## src/rtl/interrupt_arbiter.sv

```systemverilog
// rtl/interrupt_arbiter.sv - per-channel interrupt FIFOs feeding a held, acknowledged instruction output
// Round-robin by default; define INTERRUPT_ARBITER_FIXED_PRIO_EN for strict lowest-index priority.
module interrupt_arbiter #(
  parameter int NUM_CH     = 4,
  parameter int DATA_W     = 32,
  parameter int FIFO_DEPTH = 4,
  localparam int GW        = (NUM_CH > 1) ? $clog2(NUM_CH) : 1
) (
  input  logic                     clock,
  input  logic                     reset,
  input  logic [NUM_CH-1:0]        ch_valid,
  input  logic [NUM_CH*DATA_W-1:0] ch_instr,
  output logic [NUM_CH-1:0]        ch_ready,
  input  logic                     int_ack,
  output logic [DATA_W-1:0]        interrupt_instruction,
  output logic                     int_pending,
  output logic [GW-1:0]            grant_ch
);

  localparam int AW = $clog2(FIFO_DEPTH);
  localparam int CW = $clog2(FIFO_DEPTH + 1);

  typedef enum logic {IDLE, PRESENT} state_t;

  state_t            state;
  logic [DATA_W-1:0] mem    [NUM_CH][FIFO_DEPTH];
  logic [AW-1:0]     wr_ptr [NUM_CH];
  logic [AW-1:0]     rd_ptr [NUM_CH];
  logic [CW-1:0]     count  [NUM_CH];
  logic [NUM_CH-1:0] push;
  logic [NUM_CH-1:0] pop;
  logic [GW-1:0]     start;
  logic [GW-1:0]     sel;
  logic [GW-1:0]     sel_next;
  logic              found;
  logic              arb_take;
  int                idx;

`ifdef INTERRUPT_ARBITER_FIXED_PRIO_EN
  assign start = '0;
`else
  logic [GW-1:0] rr_ptr;
  assign start = rr_ptr;
`endif

  // Zero words complete the handshake but are dropped: 0 means "no interrupt".
  always_comb begin
    ch_ready = '0;
    push     = '0;
    for (int i = 0; i < NUM_CH; i++) begin
      ch_ready[i] = (count[i] != CW'(FIFO_DEPTH));
      push[i]     = ch_valid[i] && ch_ready[i] && (ch_instr[i*DATA_W +: DATA_W] != '0);
    end
  end

  // Search uses registered counts only, so a same-edge push is never seen.
  always_comb begin
    sel   = '0;
    found = 1'b0;
    idx   = 0;
    for (int off = 0; off < NUM_CH; off++) begin
      idx = int'(start) + off;
      if (idx >= NUM_CH) idx = idx - NUM_CH;
      if (!found && (count[idx] != '0)) begin
        found = 1'b1;
        sel   = GW'(idx);
      end
    end
  end

  assign arb_take = found && ((state == IDLE) || int_ack);
  assign sel_next = (int'(sel) == NUM_CH - 1) ? '0 : sel + 1'b1;

  always_comb begin
    pop = '0;
    for (int i = 0; i < NUM_CH; i++)
      pop[i] = arb_take && (sel == GW'(i));
  end

  always_ff @(posedge clock or posedge reset) begin
    if (reset) begin
      for (int i = 0; i < NUM_CH; i++) begin
        wr_ptr[i] <= '0;
        rd_ptr[i] <= '0;
        count[i]  <= '0;
      end
    end else begin
      for (int i = 0; i < NUM_CH; i++) begin
        if (push[i]) wr_ptr[i] <= wr_ptr[i] + 1'b1;
        if (pop[i])  rd_ptr[i] <= rd_ptr[i] + 1'b1;
        if (push[i] && !pop[i])      count[i] <= count[i] + 1'b1;
        else if (pop[i] && !push[i]) count[i] <= count[i] - 1'b1;
      end
    end
  end

  // Storage needs no reset: entries are only read when count marks them valid.
  always_ff @(posedge clock) begin
    for (int i = 0; i < NUM_CH; i++)
      if (push[i]) mem[i][wr_ptr[i]] <= ch_instr[i*DATA_W +: DATA_W];
  end

  always_ff @(posedge clock or posedge reset) begin
    if (reset) begin
      state                 <= IDLE;
      interrupt_instruction <= '0;
      int_pending           <= 1'b0;
      grant_ch              <= '0;
`ifndef INTERRUPT_ARBITER_FIXED_PRIO_EN
      rr_ptr                <= '0;
`endif
    end else begin
      case (state)
        IDLE, PRESENT: begin
          if (arb_take) begin
            interrupt_instruction <= mem[sel][rd_ptr[sel]];
            grant_ch              <= sel;
            int_pending           <= 1'b1;
            state                 <= PRESENT;
`ifndef INTERRUPT_ARBITER_FIXED_PRIO_EN
            rr_ptr                <= sel_next;
`endif
          end else if (state == PRESENT && int_ack) begin
            interrupt_instruction <= '0;
            int_pending           <= 1'b0;
            state                 <= IDLE;
          end
        end
        default: state <= IDLE;
      endcase
    end
  end

endmodule
```

## config.mk

```make
export PLATFORM = sky130hd
export DESIGN_NAME = interrupt_arbiter
export DESIGN_NICKNAME = d
export VERILOG_FILES = /design/src/rtl/interrupt_arbiter.sv
export SDC_FILE = /design/constraint.sdc
export NUM_CORES = 1
export LEC_CHECK = 0
export BUFFER_PORTS_ARGS = -buffer_cell sky130_fd_sc_hd__buf_2
export CORE_MARGIN = 2
export CORE_UTILIZATION = 40
export CTS_CLUSTER_SIZE = 25
export DETAILED_ROUTE_END_ITERATION = 16
export GPL_ROUTABILITY_DRIVEN = 0
export PLACE_DENSITY = 0.63
export SLEW_MARGIN = 10
export SYNTH_ARGS = -nofsm -noshare
export SYNTH_HDL_FRONTEND = slang
export SYNTH_SLANG_ARGS = --single-unit
```

## constraint.sdc

```tcl
create_clock -name clock -period 4.8 [get_ports clock]
set_input_delay 0.96 -clock clock [delete_from_list [all_inputs] [get_ports clock]]
set_output_delay 0.96 -clock clock [all_outputs]
set_load 0.005 [all_outputs]
```

== After elaboration in Yosys (flattened, before gate mapping) ==
Memory sizes are Yosys's and may differ from the RTL's.
Index checks and enable logic that the tools add are counted.

* Bitwise operators: 11
* $lt $le $gt $ge: 18
* Equality and inequality tests: 8
* Divide/modulo/power cells: 0
* Multiplexer cells: 59
* Multiply operators: 0
* Reduce and logical (&&, ||, !) cells: 55
* Shift-type cells: 0
* Add/sub/neg operators: 24

{| class="wikitable"
|+ Operators by type and width
! cell !! count
|-
| $mux W128 || 4
|-
| $mux W32 || 12
|-
| $demux W32 S2 || 4
|-
| $ge A32 B3 Y1 const B || 4
|-
| $not A32 Y32 || 4
|-
| $reduce_bool A32 Y1 || 4
|-
| $bmux W32 S2 || 1
|-
| $mux W3 || 16
|-
| $logic_and A1 B1 Y1 || 29
|-
| $ge A3 B3 Y1 const B || 9
|-
| $bmux W3 S2 || 4
|-
| $add A2 B1 Y2 const B || 9
|-
| $not A2 Y3 || 6
|-
| $mux W2 || 7
|-
| $add A3 B1 Y3 const B || 4
|-
| $lt A3 B1 Y1 const B || 4
|-
| $ne A3 B3 Y1 const B || 4
|-
| $reduce_bool A3 Y1 || 4
|-
| $sub A3 B1 Y3 const B || 4
|-
| $sub A3 B3 Y4 const B || 3
|-
| $logic_not A1 Y1 || 11
|-
| $mux W1 || 10
|-
| $reduce_bool A2 Y1 || 5
|-
| $add A2 B2 Y3 const B || 2
|-
| other kinds (9) || 11
|}

* ROM bits: 0
* Memories kept: 1
* Output and inout bits: 39
* Latch bits: 0
* Flip-flop bits (word level): 65
* Memory bits (writable): 512
* Input port bits: 135

{| class="wikitable"
|+ Memories
! name !! depth !! bits a word !! read ports !! clocked after Yosys merged registers in !! wr ports !! RTL line !! RTL
|-
| mem || 4 || 128 || 1 || 0 || 4 || 26 || <nowiki>logic [DATA_W-1:0] mem [NUM_CH][FIFO_DEPTH];</nowiki>
|}

== Logic depth before layout (Yosys ltp) ==
Gate-level depths: netlist of run 1.

* Depth in word-level cells: 26
* Gate-level depth with buffers: 16
* Depth with buffers taken out: 13

== Least setup slack after synthesis of run 1 ==
OpenSTA, ideal clock, no wires.

* Path kind: register to register
* Start: reg count[6] in the netlist's numbering
* End: reg count[11] in the netlist's numbering
* Stages on the path, launching flop included: 17
* Arrival time: 3.196 ns
* Path buffers: 3
* Library setup time: 0.079 ns
* Period minus slack after synthesis: 3.275 ns
* Slack: 1.525 ns
* Cell sequence: dfrtp_1 or3_1 o21a_1 o21ai_1 and2_1 buf_4 buf_4 clkbuf_1 inv_1 ha_1 nand2_1 ha_1 inv_1 fa_1 xor2_1 nor2_1 xor2_1

* Longest elaborated chain between the ends: 19
* Elaborated cells on any way between the ends: 38

{| class="wikitable"
|+ Ends and longest elaborated chain
! what !! RTL line !! RTL
|-
| start: declaration || 29 || <nowiki>logic [CW-1:0] count [NUM_CH];</nowiki>
|-
| start signal: indexed assignment || 91 || <nowiki>if (push[i] && !pop[i]) count[i] <= count[i] + 1'b1;</nowiki>
|-
| start signal: indexed assignment || 92 || <nowiki>else if (pop[i] && !push[i]) count[i] <= count[i] - 1'b1;</nowiki>
|-
| $bmux W3 S2 || 64 || <nowiki>if (!found && (count[idx] != '0)) begin</nowiki>
|-
| $mux W3 (implied by the code) (2 in series) || 64 ||
|-
| $reduce_bool A3 Y1 || 64 ||
|-
| $mux W1 || 64 ||
|-
| $logic_not A1 Y1 || 64 ||
|-
| $logic_and A1 B1 Y1 || 64 ||
|-
| $mux W1 || 64 ||
|-
| $logic_not A1 Y1 || 64 ||
|-
| [... 3 more ...] || - ||
|-
| $logic_and A1 B1 Y1 || 64 ||
|-
| $mux W2 * || 64 ||
|-
| net sel[1] || 33 || <nowiki>logic [GW-1:0] sel;</nowiki>
|-
| $logic_not A2 Y1 * || 77 || <nowiki>pop[i] = arb_take && (sel == GW'(i));</nowiki>
|-
| $logic_and A1 B1 Y1 * || 77 ||
|-
| $logic_not A1 Y1 || 91 ||
|-
| $logic_and A1 B1 Y1 || 91 ||
|-
| $mux W3 / $reduce_bool A2 Y1 (equally long branches) || - ||
|}

The timed path passes the listed nets; every way through them passes the cells marked *. The select of a mux whose other input is x is not followed.
A chain may end at the register's enable or synchronous reset.

== Final worst setup path of run 1 ==
* Start: reg count[6] in the netlist's numbering
* End: reg interrupt_instruction[26]

* Longest elaborated chain between the ends: 23
* Elaborated cells on any way between the ends: 42

{| class="wikitable"
|+ Ends and longest elaborated chain
! what !! RTL line !! RTL
|-
| $bmux W3 S2 || 64 ||
|-
| $mux W3 (implied by the code) (2 in series) || 64 ||
|-
| $reduce_bool A3 Y1 || 64 ||
|-
| $mux W1 || 64 ||
|-
| $logic_not A1 Y1 || 64 ||
|-
| $logic_and A1 B1 Y1 || 64 ||
|-
| $mux W1 || 64 ||
|-
| $logic_not A1 Y1 || 64 ||
|-
| [... 4 more ...] || - ||
|-
| $mux W2 || 64 ||
|-
| $not A2 Y3 (implied by the code) || 116 || <nowiki>interrupt_instruction <= mem[sel][rd_ptr[sel]];</nowiki>
|-
| $bmux W2 S2 || 116 ||
|-
| $mux W2 (implied by the code) (2 in series) || 116 ||
|-
| $not A2 Y3 (implied by the code) || 116 ||
|-
| $bmux W32 S2 || 116 ||
|-
| $mux W32 (implied by the code) (2 in series) || 116 ||
|-
| $mux W32 || 115 || <nowiki>if (arb_take) begin</nowiki>
|-
| end signal: assignment || 116 ||
|-
| end: declaration || 15 || <nowiki>output logic [DATA_W-1:0] interrupt_instruction,</nowiki>
|}

Several ways; a longest one is shown, not always the timed one. The select of a mux whose other input is x is not followed.

==> results of run 1 <==
## cells in the mapped netlist (16+ instances only)
master / instances
a22oi_1: 65
a32oi_1: 64
and2_1: 18
buf_2: 28
clkbuf_1: 53
dfrtp_1: 65
edfxtp_1: 512
ha_1: 24
mux2i_1: 259
nand2_1: 239
nor4_1: 33
o221ai_1: 31
xnor2_1: 16
## sequential cells by signal (all words and copies together), names as in the netlist
signal,cells
interrupt_instruction,32
rr_ptr,2
grant_ch,2
state,1
mem,512
count,12
wr_ptr,8
rd_ptr,8
## power groups by stage
stage | combinational (W) | clock, W | sequential, W
floorplan | 0.00602 | 0 | 0.00716
global placement | 0.00828 | 0 | 0.00725
detailed placement | 0.00846 | 0 | 0.00728
CTS | 0.00848 | 0.00475 | 0.00719
global route | 0.00909 | 0.00495 | 0.00728
finish | 0.00845 | 0.00469 | 0.00718
## through the flow
stage | cell area, um^2 | power, W | worst slack (ns) | util
2_1_floorplan | 23600 | 0.0132 | 1.53 | -
3_3_place_gp | 25400 | 0.0155 | 0.762 | 0.433
3_5_place_dp | 25400 | 0.0157 | 0.689 | 0.433
4_1_cts | 27400 | 0.0204 | 0.656 | 0.467
5_1_grt | 27400 | 0.0213 | 0.410 | 0.468
6_report | 27400 | 0.0203 | 0.762 | 0.468
## cell families after synthesis
family,count (synthesis),synth area share
flops,577,0.720
simple gates,323,0.0589
mux,266,0.113
compound gates,179,0.0620
buf+inv,105,0.0205
fa+ha+maj,28,0.0161
xor+xnor,24,0.00891
## worst paths after layout
check / startpoint / to / slack [ns] / cells past startpoint
worst min-delay path: reset / interrupt_instruction[11] / 0.44 / 2
worst max register to register: count[6] / interrupt_instruction[26] / 0.76 / 9
min in group clock: rd_ptr[1] / rd_ptr[1] / 0.47 / 1
max in group asynchronous: reset / count[1] / 3.26 / 3
worst min register to register: rd_ptr[1] / rd_ptr[1] / 0.47 / 1
worst max-delay path: count[6] / interrupt_instruction[26] / 0.76 / 9
## metal layers
metal | up-vias | track usage | wire length [um]
met4 | 2 | 0.0817 | 2200
li1 | 6211 | - | -
met2 | 617 | 0.381 | 33900
met5 | - | 0 | 13
met3 | 126 | 0.0385 | 4810
met1 | 7226 | 0.291 | 27500
## critical path, cell delays in order (launching register included)
cell and delay, ns:
dfrtp_1 0.44, or3_1 0.41, or3_1 0.35, and3_4 0.22, inv_6 0.37, mux2i_1 0.29, a22o_4 0.88, buf_4 0.50
mux2i_1 0.25, o221ai_1 0.14
## final cells by class
cell class,instances,area [um^2],share of cell area
Clock inverter,21,250,0.00912
Clock buffer,88,1750,0.0637
Tap cell,773,967,0.0352
Inverter,15,62.6,0.00228
Timing Repair Buffer,216,1230,0.0447
Sequential cell,577,17000,0.620
Antenna cell,3,7.51,0.000274
Multi-Input combinational cell,820,6180,0.225
==> results.json, run 1 <==
{
  "drv_slew": 32,
  "required_ns": 5.24,
  "synth_seq_cells": 577,
  "grt_pass1_wl_um": 98000,
  "cts_tree": "yes",
  "dr.first_iter.drc_count": 1423,
  "clk_transition_reported_paths_ns": 0.06,
  "irDropWorstVdd_mv": 1.50,
  "synthArstFlopShare": 0.113,
  "synth.avg_cell_area_um2": 15.7,
  "postCtsSetupBuffers": 0,
  "wl_per_cell_um": 27.2,
  "end_kind": "flop",
  "syn_to_final_growth_pct": 16.3,
  "floorplan.initialDensity": 0.402,
  "track_usage": 0.225,
  "switching_share": 0.371,
  "clock_path_buffers": 3,
  "synth.top_cell.area_share": 0.652,
  "synth_cell_type_count": 38,
  "synth.largest_area_cell": "edfxtp_1",
  "netlist_area_mm2": 0.0236,
  "die_w_um": 247,
  "cts_root_buf": "clkbuf_16",
  "violations": "slew limit",
  "synth-edff-count": 512,
  "ctsResizeCount": 0,
  "clkSinkCount": 577,
  "power.density_mw_per_mm2": 741,
  "finalSetupTns_ns": 0,
  "netlist_instances": 1502,
  "synthesis.nets": 1665,
  "holdBufCountCts": 0,
  "worst_setup_path_start_kind": "flop",
  "drc_errors": 0,
  "slew_headroom": -0.0154,
  "status": "complete, but fails checks",
  "cts_buffers": 58,
  "cts_max_level": 2,
  "wirelength_um": 68400,
  "period_minus_slack_ns": 4.04,
  "grt-ovfl-total": 0,
  "fin_skew_ns": 0.0196,
  "grt_start_max_net_pins": 192,
  "core_mm2": 0.0587,
  "rsz0062_at_grt": "no",
  "io_pins": 174,
  "via_per_inst": 5.64,
  "grt_pass1_vias": 14300,
  "p_comb_frac": 0.416,
  "synth_seq_area_share": 0.720,
  "leakage_nw": 10.3,
  "dpl.cell_count": 2401,
  "portBuffers": 173,
  "p_clk_frac": 0.231,
  "hp-class": "in2async",
  "final_cell_mix": "512 x edfxtp_1, 259 x mux2i_1, 238 x nand2_1",
  "vias": 14200,
  "worst-setup-path-type": "reg2reg",
  "fin_crit_sh": 0.841,
  "synthFlopType": "edfxtp_1",
  "drive_gt1_frac": 0.195,
  "final_antenna_net_count": 0,
  "crit_fanout": 66,
  "sequentialPowerShare": 0.354,
  "fin_cells": 2513,
  "setup_violations": 0,
  "die_h_um": 247,
  "layout_commonest_cell": "edfxtp_1",
  "dp_hpwl_um": 41900,
  "die_area_mm2": 0.0610,
  "drtPass1Iterations": 5,
  "whs_ns": 0.442,
  "yosys-top-cells-area": "edfxtp_1 65%, mux2i_1 11%, dfrtp_1 6.9%",
  "fill_cells": 5075,
  "drv_cap": 0,
  "internal_power_w": 0.0128,
  "hold_violations": 0,
  "nets": 1851,
  "ys_warn_count": 0,
  "clk_latency_ns": 0.61,
  "crit_arrival_ns": 4.48,
  "tightest_slew_ns": 1.52,
  "clock.fmax_mhz": 248,
  "fp-row-count": 89,
  "antenna_found_initial": 4,
  "power_switching_w": 0.00754
}
Power figures use the tool's default switching activity.
==> inputs of run 2 (changes only) <==
Settings changed: ABC_AREA from default to 1.
Clock period 4.8 ns to 4.2 ns, I/O delays scaled along.
==> run 2 against run 1 <==
Effect of this change: the run now ends clean; critical path depth rose by 8; utilization decreased by 0.82 points; synthesized area up 12%; setup slack got worse by 0.33 ns; via count increased by 35%; non-clock buffer count is 1 higher; final area increased by 9.7%; sequential cell count unchanged; cell count up 43%; clock skew increased by 0.0047 ns; register-to-register slack worse by 0.33 ns.
==> results.json, run 2 <==
{
  "drc_errors": 0,
  "floorplan.initialDensity": 0.403,
  "synth.avg_cell_area_um2": 10.3,
  "tightest_slew_ns": 1.22,
  "seq_area_mm2": 0.0170,
  "die_w_um": 261,
  "via_per_inst": 5.33,
  "synth.top_cell.area_share": 0.582,
  "wl_per_cell_um": 21.7,
  "fin_skew_ns": 0.0243,
  "grt_pass1_wl_um": 116000,
  "cts_buffers": 55,
  "fin_crit_sh": 0.897,
  "drtPass1Iterations": 7,
  "synth_cell_type_count": 26,
  "nets": 2850,
  "required_ns": 4.69,
  "rsz0062_at_grt": "no",
  "hold_violations": 0,
  "holdBufCountCts": 0,
  "drive_gt1_frac": 0.122,
  "clk_latency_ns": 0.62,
  "die_area_mm2": 0.0681,
  "slew_headroom": 0.189,
  "netlist_area_mm2": 0.0264,
  "fill_cells": 5884,
  "wirelength_um": 78200,
  "crit_start": "rr_ptr[0]",
  "portBuffers": 173,
  "period_minus_slack_ns": 3.77,
  "r2r-end": "interrupt_instruction[18]",
  "end_kind": "flop",
  "r2r_slack_ns": 0.43,
  "die_h_um": 261,
  "cts_tree": "yes",
  "crit_end": "interrupt_instruction[18]",
  "final_cell_mix": "673 x nand2_1, 512 x edfxtp_1, 430 x nand3_1",
  "worst_setup_path_start_kind": "flop",
  "hp-class": "in2async",
  "cts_max_level": 2,
  "ctsResizeCount": 0,
  "grt_pass1_vias": 17900,
  "clock_path_buffers": 3,
  "r2r_cells": 17,
  "crit_fanout": 108,
  "synthesis.nets": 2717,
  "clkSinkCount": 577,
  "crit_arrival_ns": 4.26,
  "status": "finished, final reports clean",
  "grt-ovfl-total": 0,
  "layout_commonest_cell": "nand2_1",
  "clk_transition_reported_paths_ns": 0.06,
  "clock.fmax_mhz": 265,
  "antenna_found_initial": 16,
  "postCtsSetupBuffers": 0,
  "track_usage": 0.227,
  "synth_seq_cells": 577,
  "multi_input_area_mm2": 0.00747,
  "final_util": 0.459,
  "fin_cells": 3604,
  "synthArstFlopShare": 0.113,
  "dr.first_iter.drc_count": 2193,
  "netlist_instances": 2554,
  "final_antenna_net_count": 0,
  "io_pins": 174,
  "ys_warn_count": 0,
  "worst-setup-path-type": "reg2reg",
  "dpl.cell_count": 3494,
  "synth.largest_area_cell": "edfxtp_1",
  "drv_cap": 0,
  "syn_to_final_growth_pct": 14.0,
  "finalSetupTns_ns": 0,
  "fp-row-count": 94,
  "yosysMostFrequentCell": "nand2_1",
  "setup_violations": 0,
  "synthFlopType": "edfxtp_1",
  "vias": 19200,
  "drv_slew": 0,
  "timing.rr.start": "rr_ptr[0]",
  "dp_hpwl_um": 51600,
  "core_mm2": 0.0655,
  "synth_common_cells": "674 x nand2_1, 512 x edfxtp_1, 430 x nand3_1, 367 x inv_1, 192 x nand3b_1",
  "cts_root_buf": "clkbuf_16",
  "yosys-top-cells-area": "edfxtp_1 58%, nand2_1 9.6%, nand3_1 8.1%",
  "synth_seq_area_share": 0.644,
  "largest_register_ffs": 512,
  "synth-edff-count": 512,
  "grt_start_max_net_pins": 149
}
==> run 2: cell types whose count changed after synthesis, moves of 65 or more <==
| cell | previous run | this run |
|---|---|---|
| a22oi_1 | 65 | 0 |
| mux2i_1 | 259 | 0 |
| nand3_1 | 4 | 430 |
| nand3b_1 | 0 | 192 |
| nand2_1 | 239 | 674 |
| inv_1 | 14 | 367 |
==> run 2: kinds of logic after synthesis <==
kind of cell	count (synthesis)	share of synthesized area
compound gates	14	0.00265
xor+xnor	20	0.00663
fa+ha+maj	28	0.0144
buf+inv	513	0.0795
flops	577	0.644
mux	2	0.000853
simple gates	1400	0.252
==> run 2: through the flow <==
step	setup WS (ns)	area (um^2)	hold slack, ns
detailed placement	0.495	28300	0.453
finish	0.431	30100	0.391
global route	0.0825	30100	0.441
floorplan	1.06	26400	0.437
CTS	0.488	30100	0.407
global placement	0.546	28300	0.450
==> run 2: area by class of cell <==
class	count	share of cell area
Antenna cell	8	0.000665
Tap cell	864	0.0359
Sequential cell	577	0.565
Timing Repair Buffer	217	0.0435
Multi-Input combinational cell	1464	0.248
Inverter	372	0.0465
Clock inverter	40	0.0122
Clock buffer	62	0.0480
==> run 2: worst min-delay path by stage <==
stage,start,to,slack (ns),depth (start not counted)
CTS,reset,count[6],0.41,2
global route,reset,count[8],0.44,2
floorplan,rd_ptr[5],rd_ptr[5],0.44,1
detailed placement,rd_ptr[5],rd_ptr[5],0.45,1
global placement,rd_ptr[5],rd_ptr[5],0.45,1
finish,reset,count[8],0.39,2
==> run 2: routing by layer <==
layer | routed length [um] | track usage
met5 | 99 | 0
met4 | 2090 | 0.0675
met2 | 35300 | 0.350
met3 | 7570 | 0.0482
met1 | 33100 | 0.325
==> run 2: critical path, stage by stage (launching register included) <==
cell and delay (ns):
dfrtp_1 0.55, inv_2 0.32, nand2_1 0.10, nand2_1 0.12, nor2_1 0.06, nand2_1 0.09
nand2_2 0.08, nand4_1 0.24, nand2_1 0.20, nand2_8 0.15, buf_4 0.89, nand3_1 0.22
nand3_1 0.18, nand2_1 0.06, nand2_1 0.06, nand3_1 0.07, nand3_1 0.15, nand2_1 0.06
Power of run 2 is not shown: default switching activity piles up to over one toggle a cycle in this logic, so the estimate is an artifact.
==> inputs of run 3 (changes only) <==
Settings changed: CORE_MARGIN 2 to 3, HOLD_SLACK_MARGIN from default to 0.08.
==> run 3 against run 2 <==
Effect of this change: register-to-register slack improved by 0.09 ns; fmax increased by 2.5%; die area increased by 1.5%; critical path type unchanged.
==> results.json, run 3 (synthesis results as in run 2) <==
{
  "status": "finished, final reports clean",
  "hold_depth": 1,
  "clk_latency_ns": 0.62,
  "largest_register_ffs": 512,
  "final_cell_mix": "673 x nand2_1, 512 x edfxtp_1, 430 x nand3_1",
  "worst_setup_path_start_kind": "flop",
  "r2r_cells": 19,
  "dp_hpwl_um": 46900,
  "slowest_stage": "dfrtp_2",
  "setup_violations": 0,
  "r2r_slack_ns": 0.52,
  "top_usage_layer": "met2",
  "layout_commonest_cell": "nand2_1",
  "grtUsageMet2": 0.352,
  "met1_usage": 0.292,
  "drv_cap": 0,
  "fin_crit_sh": 0.875,
  "portBuffers": 173,
  "fp-row-count": 93,
  "die_area_mm2": 0.0691,
  "crit_top_cell": "nand2_1",
  "place_area_mm2": 0.0282,
  "grt_start_max_net_pins": 257,
  "worstPathCellList": "inv_2 > nor2_1 > nor2_1 > nand2_1 > nand2_1 > nand4_1 > nand2_1 > nand2_8 > nand2_8 > inv_1 > ha_1 > nand2_1 > ha_1 > inv_1 > fa_1 > nor2_1 > nor2_1 > nand2_1 > xnor2_1",
  "grt_pass1_vias": 18400,
  "crit_cells": 19,
  "dr.first_iter.drc_count": 1916,
  "worst-setup-path-type": "reg2reg",
  "io_pins": 174,
  "postCtsSetupBuffers": 0,
  "wirelength_um": 77600,
  "clk_transition_reported_paths_ns": 0.06,
  "critPathTopFamily": "simple AND/OR/NAND/NOR gates",
  "die_h_um": 263,
  "finalSetupTns_ns": 0,
  "antenna_found_initial": 20,
  "nets": 2851,
  "vias": 19000,
  "cts_buffers": 59,
  "floorplan.initialDensity": 0.407,
  "end_kind": "flop",
  "drtPass1Iterations": 6,
  "fin_skew_ns": 0.0186,
  "core_mm2": 0.0649,
  "crit_arrival_ns": 4.22,
  "grtUsageMet3": 0.0516,
  "final_antenna_net_count": 0,
  "syn_to_final_growth_pct": 14.6,
  "grt-ovfl-total": 0,
  "drv_slew": 0,
  "rsz0062_at_grt": "no",
  "drive_gt1_frac": 0.123,
  "slew_headroom": 0.134,
  "wl_per_cell_um": 21.5,
  "design_area_mm2": 0.0303,
  "required_ns": 4.75,
  "hp-class": "in2reg",
  "holdBufCountCts": 0,
  "cts_tree": "yes",
  "period_minus_slack_ns": 3.68,
  "crit_fanout": 55,
  "clkSinkCount": 577,
  "cts_max_level": 2,
  "via_per_inst": 5.26,
  "cpPeakStageDelay_ns": 0.50,
  "cts_root_buf": "clkbuf_16",
  "clock.fmax_mhz": 272,
  "drc_errors": 0,
  "grt_pass1_wl_um": 116000,
  "hold_violations": 0,
  "track_usage": 0.219,
  "worst-path-buf-inv": 3,
  "die_w_um": 263,
  "clock_path_buffers": 3,
  "tightest_slew_ns": 1.30
}
-- run 3: changes by cell type in the layout (fill, tap and decap cells not counted), sizes merged --
| cell | delta |
|---|---|
| buf | -3 |
| diode | +4 |
| clkinv | -9 |
| clkbuf | +12 |
| inv | +4 |
| clkinvlp | -1 |
| bufinv | +3 |
-- run 3: worst register-to-register path: cells and delay by family, from the launching register on --
family	cells	cell delay [ns]
xor+xnor	1	0.11
buf+inv	3	0.49
flops	1	0.50
simple gates	12	1.71
fa+ha+maj	3	0.80
-- run 3: timing repair --
item | 4_1_cts | 5_1_grt
gates resized for setup | 0 | 1
endpoints found under the setup margin | 0 | 1
hold endpoints to repair | 0 | 0
-- run 3: layer usage --
layer,part of all wire,vias up
met1,0.42,9184
met3,0.082,187
met5,0.0012,-
met4,0.032,16
li1,-,8766
met2,0.47,798
-- run 3: cell type report --
class	count	area, um^2
fillers	5941	34700
flip-flops and latches	577	17000
multi-input cells	1464	7470
clock buffers	74	1530
inverters	372	1400
repair buffers	214	1300
well taps	855	1070
clock inverters	37	463
diodes	12	30.0
-- run 3: path summary, 6_finish.rpt --
path,endpoint,start
worst max-delay path,count[8],rr_ptr[0]
worst min-delay path,mem[0][120],ch_instr[24]
worst max register to register,count[8],rr_ptr[0]
worst min register to register,rd_ptr[5],rd_ptr[5]
max in group asynchronous,count[0],reset
min in group asynchronous,count[11],reset
-- run 3: stage by stage --
step           cells  hold slack, ns  worst slack, ns  utilization
3_3_place_gp    3482           0.462            0.531        0.435
2_1_floorplan   2554           0.437             1.06            -
5_1_grt         3598           0.431            0.181        0.466
4_1_cts         3593           0.414            0.443        0.466
3_5_place_dp    3482           0.460            0.472        0.435
6_report        3605           0.449            0.523        0.466
Power of run 3 is left out for the same reason.
